==> src/rtl/ram_arbiter.sv <==
// ram_arbiter
//   Shares one word-wide RAM port between a file-download writer and a CPU.
//   Download words land in a small FIFO and are written to RAM ahead of any
//   CPU access. The CPU is held in reset while a download is active, while
//   buffered words remain, and for RESET_HOLD cycles after both go idle.
//
// Ports
//   clk, reset                   clock, synchronous active-high reset
//   dl_downloading               level, download in progress
//   dl_wr, dl_addr, dl_data      one-cycle download word strobe + payload
//   cpu_req, cpu_we, cpu_addr,
//   cpu_wdata                    CPU access request (held until cpu_ack)
//   cpu_ack, cpu_rdata           one-cycle completion pulse + read data
//   cpu_reset                    holds the CPU in reset
//   ram_req, ram_we, ram_addr,
//   ram_wdata                    RAM request (registered, stable until ack)
//   ram_ack, ram_rdata           RAM completion pulse + same-cycle read data
//   dl_overflow                  sticky, a download word was dropped
//   dbg_state                    current arbiter state (IDLE=0, DL=1, CPU=2)
//
// Handshake: ram_req is a level that, once raised, holds ram_we/ram_addr/
// ram_wdata unchanged until ram_ack is sampled high; the access completes on
// that edge and ram_req drops on it. ram_ack while no access is pending is
// ignored. cpu_req likewise is held by the CPU until the cpu_ack pulse.
module ram_arbiter #(
  parameter int FIFO_DEPTH = 4,
  parameter int RESET_HOLD = 16
) (
  input  logic        clk,
  input  logic        reset,
  input  logic        dl_downloading,
  input  logic        dl_wr,
  input  logic [24:0] dl_addr,
  input  logic [15:0] dl_data,
  input  logic        cpu_req,
  input  logic        cpu_we,
  input  logic [24:0] cpu_addr,
  input  logic [15:0] cpu_wdata,
  output logic        cpu_ack,
  output logic [15:0] cpu_rdata,
  output logic        cpu_reset,
  output logic        ram_req,
  output logic        ram_we,
  output logic [24:0] ram_addr,
  output logic [15:0] ram_wdata,
  input  logic        ram_ack,
  input  logic [15:0] ram_rdata,
  output logic        dl_overflow,
  output logic [1:0]  dbg_state
);

  localparam int PW = $clog2(FIFO_DEPTH);
  localparam int CW = PW + 1;
  localparam int HW = $clog2(RESET_HOLD + 1);

  typedef enum logic [1:0] {
    IDLE    = 2'd0,
    DL_ACC  = 2'd1,
    CPU_ACC = 2'd2
  } state_t;

  state_t state;

  // Download FIFO storage: {addr, data}
  logic [40:0]   fifo_mem [FIFO_DEPTH];
  logic [PW-1:0] wr_ptr;
  logic [PW-1:0] rd_ptr;
  logic [CW-1:0] count;
  logic          fifo_full;
  logic          fifo_nonempty;
  logic          push;
  logic          pop;
  logic [40:0]   head;

  logic [HW-1:0] hold_cnt;
  logic          dl_downloading_q;

  assign fifo_full     = (count == CW'(FIFO_DEPTH));
  assign fifo_nonempty = (count != '0);
  assign pop           = (state == DL_ACC) && ram_ack;
  // A full FIFO can still take a word when the head leaves on the same edge.
  assign push          = dl_wr && (!fifo_full || pop);
  assign head          = fifo_mem[rd_ptr];

  assign cpu_reset = dl_downloading | fifo_nonempty | (hold_cnt != '0);
  assign dbg_state = state;

  // FIFO storage has no reset; occupancy is governed by count alone.
  always_ff @(posedge clk) begin
    if (push && !reset) begin
      fifo_mem[wr_ptr] <= {dl_addr, dl_data};
    end
  end

  always_ff @(posedge clk) begin
    if (reset) begin
      wr_ptr           <= '0;
      rd_ptr           <= '0;
      count            <= '0;
      dl_overflow      <= 1'b0;
      dl_downloading_q <= 1'b0;
      hold_cnt         <= HW'(RESET_HOLD);
    end else begin
      dl_downloading_q <= dl_downloading;
      if (push) wr_ptr <= wr_ptr + 1'b1;
      if (pop)  rd_ptr <= rd_ptr + 1'b1;
      if (push && !pop)      count <= count + 1'b1;
      else if (pop && !push) count <= count - 1'b1;

      // A word dropped on the same cycle as a new download start still counts.
      if (dl_wr && !push)                          dl_overflow <= 1'b1;
      else if (dl_downloading && !dl_downloading_q) dl_overflow <= 1'b0;

      if (dl_downloading || fifo_nonempty) hold_cnt <= HW'(RESET_HOLD);
      else if (hold_cnt != '0)             hold_cnt <= hold_cnt - HW'(1);
    end
  end

  always_ff @(posedge clk) begin
    if (reset) begin
      state     <= IDLE;
      ram_req   <= 1'b0;
      ram_we    <= 1'b0;
      ram_addr  <= '0;
      ram_wdata <= '0;
      cpu_ack   <= 1'b0;
      cpu_rdata <= '0;
    end else begin
      cpu_ack <= 1'b0;
      unique case (state)
        IDLE: begin
          if (fifo_nonempty) begin
            state     <= DL_ACC;
            ram_req   <= 1'b1;
            ram_we    <= 1'b1;
            ram_addr  <= head[40:16];
            ram_wdata <= head[15:0];
          end else if (cpu_req && !cpu_reset) begin
            state     <= CPU_ACC;
            ram_req   <= 1'b1;
            ram_we    <= cpu_we;
            ram_addr  <= cpu_addr;
            ram_wdata <= cpu_wdata;
          end
        end
        DL_ACC: begin
          if (ram_ack) begin
            state   <= IDLE;
            ram_req <= 1'b0;
          end
        end
        CPU_ACC: begin
          // Completes even if cpu_reset rose during the access.
          if (ram_ack) begin
            state     <= IDLE;
            ram_req   <= 1'b0;
            cpu_ack   <= 1'b1;
            cpu_rdata <= ram_rdata;
          end
        end
        default: begin
          state   <= IDLE;
          ram_req <= 1'b0;
        end
      endcase
    end
  end

endmodule

==> config.mk <==
export PLATFORM = sky130hd
export DESIGN_NAME = ram_arbiter
export DESIGN_NICKNAME = d
export VERILOG_FILES = /design/src/rtl/ram_arbiter.sv
export SDC_FILE = /design/constraint.sdc
export NUM_CORES = 1
export LEC_CHECK = 0
export ABC_CLOCK_PERIOD_IN_PS = 3500
export CORE_UTILIZATION = 51
export CTS_BUF_LIST = sky130_fd_sc_hd__clkbuf_4
export CTS_CLUSTER_DIAMETER = 150
export DETAILED_ROUTE_END_ITERATION = 10
export PLACE_DENSITY = 0.87
export REMOVE_ABC_BUFFERS = 1
export SLEW_MARGIN = 30
export SYNTH_ARGS = -nofsm -noshare
export SYNTH_HDL_FRONTEND = slang
export SYNTH_SLANG_ARGS = --single-unit
==> constraint.sdc <==
create_clock -name clk -period 3.5 [get_ports clk]
set_clock_uncertainty 0.1 [all_clocks]
set_input_delay 0.875 -clock clk [delete_from_list [all_inputs] [get_ports clk]]
set_output_delay 0.875 -clock clk [all_outputs]
set_load 0.02 [all_outputs]
==> results.cfg, run 1 <==
[critical_path]
worst_r2r_path_depth = 7
slowest_delay_ps = 560
critPathSlowestCell = clkdlybuf4s50_1
start_kind = flop
r2r_end = ram_addr[14]$_SDFFE_PP0P_
crit_family = buffers and inverters
critPathCaptureType = output port
cp_num_cells = 5
critPathLaunch = hold_cnt[0]$_SDFFE_PP0P_
critical_path_class = flop to output port
arrival_ps = 2250
crit_buf_inv = 2
crit_fanout = 3
r2r-start = hold_cnt[0]$_SDFFE_PP0P_
r2r_slack_ps = 1040
cp.required_ps = 2520
cp_cell_sequence = inv_1, ha_1, nor4b_2, nand3_1, clkdlybuf4s50_1

[final_layout]
finalNetCount = 945
multi_input_area_um2 = 2721
synthToLayoutAreaGrowth_pct = 28.90
n_fill_cell = 1224
drive_gt1_frac = 0.2160
seq_area_um2 = 6494
final_cell_mix = clkdlybuf4s50_1 (167), edfxtp_1 (164), nand2_1 (117), clkbuf_4 (92), dfxtp_1 (76)
fin_area_um2 = 12130
layout_commonest_cell = clkdlybuf4s50_1

[clock_tree]
cts_tree = yes
clockBufferDepth = 3
h-tree-depth = 2
cts.sink_count = 242
cts_hold_buf = 0
path_clk_slew_ps = 60
cts_root_buf = clkbuf_4
cts_made_buffers = 58
clkLatencyLatePin_ps = 640

[outcome]
outcome = completed

[hold_path]
min_path_type = flop to flop
hold_end = cpu_rdata[12]$_SDFFE_PP0P_
min_from = cpu_rdata[12]$_SDFFE_PP0P_
hold_depth = 2

[grt]
grt_max_degree = 84
grt_overflow = 0
grt_pass1_vias = 5938
grt_pass1_wl_mm = 29.70
grt_util_all_layers = 0.2077
antenna_found_initial = 1

[synthesis]
avgSynthCellArea_um2 = 15.01
synth.distinct_cells = 39
ys.flop_type = edfxtp_1
synthTopCellsByArea = edfxtp_1 (52%), dfxtp_1 (17%), mux4_2 (9.8%), nand2_1 (4.7%), a311oi_2 (4.5%)
yosysTopAreaCellShare = 0.5232
synth_warnings = 0
netlist_area_um2 = 9413
synth_cells = 627
yosys.area.top_type = edfxtp_1
synth_edf_count = 164
ys_ff_latch = 242
synth_async_sr_flop_share = 0
synth_seq_area_share = 0.6891

[drt]
wl_per_cell_um = 17.50
via_per_inst = 5.254
drc = 0
antenna_left = 0
routed_wl_mm = 19.33
dr.first_iter.drc_count = 354
firstDrtPassIters = 4
vias = 5806

[flow_run]
max-cap-violations = 0

[timing]
period_minus_slack_ps = 3228
finalHoldViolations = 0
slew_viol_final = 0
period_share = 0.9224
worstMarginPinSlew_ps = 827.2
rsz0062_at_grt = no
tns_ps = 0
slew_headroom = 0.4485
max_clock_freq_ghz = 0.3097
holdWs_ps = 353.4
final-setup-viol-count = 0

[power]
leakage_nw = 4.132
pwr-share-seq = 0.414
power_switching_mw = 3.010
p_clk_frac = 0.249
p_per_area_nw_per_um2 = 731.2
combPwrFrac = 0.337
p_int_mw = 5.862
p_total_mw = 8.872
swShare = 0.3393
ir_worst_vdd_mv = 0.8270

[die]
io_pins = 169
core-area_um2 = 18020
dieArea_um2 = 19000
die_w_um = 137.9
die_h_um = 137.9
start_util = 0.5222
rows = 49

[place]
placed_cell_area_um2 = 11380
place_congestion = 0.7614
port_buffers = 168
hpwl_mm = 12.36
## metrics by stage
step             util  instances  setup slack, ps
2_1_floorplan       -        587           -378.2
3_3_place_gp   0.6312        998            267.9
3_5_place_dp   0.6313        998            212.2
4_1_cts        0.6726       1104            78.75
5_1_grt        0.6731       1105            127.1
6_report       0.6731       1105            271.5
## tightest hold or removal path, stage by stage, from the launching register on
cell and delay [ps]:
dfxtp_1 310, nand2_1 50, a21oi_1 50
## power groups by stage
| stage | clock network, mW | logic [mW] | registers, mW |
|---|---|---|---|
| after floorplan | 0 | 1.74 | 3.90 |
| after global placement | 0 | 2.91 | 3.72 |
| after detailed placement | 0 | 3.00 | 3.74 |
| after CTS | 2.27 | 3.01 | 3.68 |
| after global routing | 2.41 | 3.26 | 3.72 |
| final | 2.21 | 2.99 | 3.67 |
## cells by family after synthesis
logic type / synth area share
AOI/OAI and AO/OA: 0.07643
xor gates and xnor gates: 0.006513
adders and majority gates: 0.01542
buffers and inverters: 0.02459
DFF: 0.6891
muxes: 0.1002
and+or+nand+nor: 0.08773
## state kept, by name, indices dropped and copies added (netlist names), named ones only
signal,flops
count,3
ram_req,1
cpu_ack,1
rd_ptr,2
ram_we,1
dl_overflow,1
wr_ptr,2
dbg_state,2
ram_wdata,16
hold_cnt,5
dl_downloading_q,1
ram_addr,25
cpu_rdata,16
fifo_mem,164
## synth_stat cells, types with 4 or more instances
library cell,number
a21oi_1,21
a311oi_1,13
a311oi_2,28
and2_1,5
buf_1,5
buf_2,8
clkbuf_1,21
dfxtp_1,78
edfxtp_1,164
ha_1,10
inv_1,10
mux4_2,41
nand2_1,117
nor2_1,56
nor3_1,7
o21ai_0,4
xor2_1,4
## layout make-up
cell class | count | share of cell area
Clock inverter | 14 | 0.004434
Tap cell | 229 | 0.02362
Multi-Input combinational cell | 335 | 0.2243
Antenna cell | 1 | 0.0002062
Inverter | 10 | 0.003094
Timing Repair Buffer | 182 | 0.1522
Sequential cell | 242 | 0.5352
Clock buffer | 92 | 0.05692
## metal layers
| layer | share of wire | global-route usage | vias up |
|---|---|---|---|
| met1 | 0.40 | 0.2634 | 2765 |
| met3 | 0.084 | 0.05848 | 31 |
| met2 | 0.49 | 0.3389 | 211 |
| met4 | 0.021 | 0.08031 | 0 |
| met5 | 0 | 0 | - |
| li1 | - | - | 2799 |
## repair_timing
action,in CTS,in global routing
resized for setup,0,1
setup endpoints to repair,0,1
setup buffers,0,0
## how the worst max path moves through the flow
stage,endpoint,slack [ps]
finish,cpu_reset,270
global route,cpu_reset,130
CTS,cpu_reset,80
detailed placement,count[2]$_SDFFE_PP0P_,210
global placement,count[2]$_SDFFE_PP0P_,270
floorplan,ram_addr[0]$_SDFFE_PP0P_,-380
(Power assumes the default switching activity.)
==> run 2: changes to the inputs <==
- SKIP_CTS_REPAIR_TIMING: not set -> 1
==> results of run 2 <==
Final layout, timing and power as in run 1 (identical DEF).
==> run 3: changes to the inputs <==
- CORE_UTILIZATION: 51 -> 28
- CTS_BUF_LIST: sky130_fd_sc_hd__clkbuf_4 -> sky130_fd_sc_hd__clkbuf_4 sky130_fd_sc_hd__clkbuf_8 sky130_fd_sc_hd__clkbuf_16
- PLACE_DENSITY: 0.87 -> 0.57
==> results.cfg, run 3 (same netlist as run 1, synthesis figures left out) <==
[final_layout]
n_fill_cell = 3086
drive_gt1_frac = 0.1784
multi_input_area_um2 = 2721
top_register = fifo_mem
n_antenna_cell = 0
largest_reg_flops = 164
finalNetCount = 918
final_core_util = 0.3883
layout_commonest_cell = clkdlybuf4s50_1
final_cell_mix = clkdlybuf4s50_1 (167), edfxtp_1 (164), nand2_1 (117), dfxtp_1 (76), nor2_1 (56)
top_regs = fifo_mem (164), ram_addr (25)
stdcell_count = 1266
synthToLayoutAreaGrowth_pct = 35.23
seq_area_um2 = 6491

[drt]
drc = 0
vias = 5624
firstDrtPassIters = 4
antenna_left = 0
wl_per_cell_um = 16.92
via_per_inst = 4.442
routed_wl_mm = 21.42
dr.first_iter.drc_count = 322

[critical_path]
critPathSlowestCell = clkdlybuf4s50_1
cp_cell_sequence = inv_1, ha_1, nor4b_2, buf_4, nand3_1, clkdlybuf4s50_1
cp.required_ps = 2520
start_kind = flop
crit_family = buffers and inverters
crit_fanout = 3
r2r_slack_ps = 1060
crit_buf_inv = 3
critical_path_class = flop to output port
critPathCaptureType = output port
slowest_delay_ps = 540
arrival_ps = 2210

[die]
rows = 66
core-area_um2 = 32780
io_pins = 169
die_h_um = 185.4
die_w_um = 185.4
dieArea_um2 = 34350
start_util = 0.2871

[clock_tree]
cts_tree = yes
path_clk_slew_ps = 60
clkLatencyLatePin_ps = 550
cts_made_buffers = 28
h-tree-depth = 1
cts.sink_count = 242
clockBufferDepth = 3
cts_root_buf = clkbuf_16

[flow_run]
max-cap-violations = 0

[timing]
holdWs_ps = 351.3
period_share = 0.9094
slew_viol_final = 0
max_clock_freq_ghz = 0.3142
tns_ps = 0
worstMarginPinSlew_ps = 916.2
final-setup-viol-count = 0
period_minus_slack_ps = 3183
rsz0062_at_grt = no
finalHoldViolations = 0
slew_headroom = 0.3892

[outcome]
outcome = completed

[place]
place_congestion = 0.7252
port_buffers = 168
hpwl_mm = 13.82
dpl.cell_count = 1214

[grt]
antenna_found_initial = 2
grt_overflow = 0
grt_pass1_wl_mm = 32.67
grt_max_degree = 52
grt_pass1_vias = 5632
grt_util_all_layers = 0.1242

[hold_path]
min_path_type = flop to flop

[power]
ir_worst_vdd_mv = 0.4773
leakage_nw = 4.201
p_per_area_nw_per_um2 = 780.8
## run 3: cell count changes in the layout (fill, tap and decap cells not counted), moves of 2 or more
cell	before	now
clkbuf_16	0	28
buf_4	10	13
clkbuf_4	92	2
clkinvlp_4	0	2
clkinvlp_2	0	2
clkinv_1	12	3
inv_6	0	2
bufinv_16	0	7
## run 3: worst paths after layout
check | from | end | cells past startpoint
worst max-delay path | hold_cnt[0]$_SDFFE_PP0P_ | cpu_reset | 6
worst min-delay path | cpu_rdata[1]$_SDFFE_PP0P_ | cpu_rdata[1]$_SDFFE_PP0P_ | 2
worst max register to register | dbg_state[1]$_SDFFE_PP0P_ | count[2]$_SDFFE_PP0P_ | 10
worst min register to register | cpu_rdata[1]$_SDFFE_PP0P_ | cpu_rdata[1]$_SDFFE_PP0P_ | 2
## run 3: power by group
group	switching, mW	internal (mW)	leakage [nW]	total (mW)
registers	0.247	3.42	2.13	3.67
clock network	1.22	2.02	0.504	3.25
logic	1.75	1.27	1.57	3.03
total	3.22	6.72	4.20	9.94
## run 3: worst reg2reg max path: cells and delay by family (launching register included)
kind / cells / cell delay (ps)
AO/OA/AOI/OAI: 2 / 420
XOR/XNOR: 1 / 160
adder cells (fa/ha/maj): 3 / 780
buffers and inverters: 2 / 160
flip-flops: 1 / 320
AND/OR/NAND/NOR: 2 / 420
## run 3: cell type report
cell class	instances	area share
flip-flops and latches	242	0.5100
multi-input cells	335	0.2138
repair buffers	185	0.1469
clock buffers	30	0.05623
well taps	442	0.04345
clock inverters	22	0.02674
inverters	10	0.002949
## run 3: metrics by stage
step	setup WS (ps)	cell area (um^2)	power, mW
finish	317.1	12730	9.939
global route	154.6	12730	10.54
CTS	173.4	12720	10.12
detailed placement	168.0	11670	6.836
global placement	198.8	11670	6.790
floorplan	-378.2	9219	5.640
## run 3: per-layer routing
layer / routed length (um) / global-route usage
met5: 29 / 0
met1: 9691 / 0.1648
met2: 9711 / 0.1993
met4: 361 / 0.02645
met3: 1624 / 0.03716
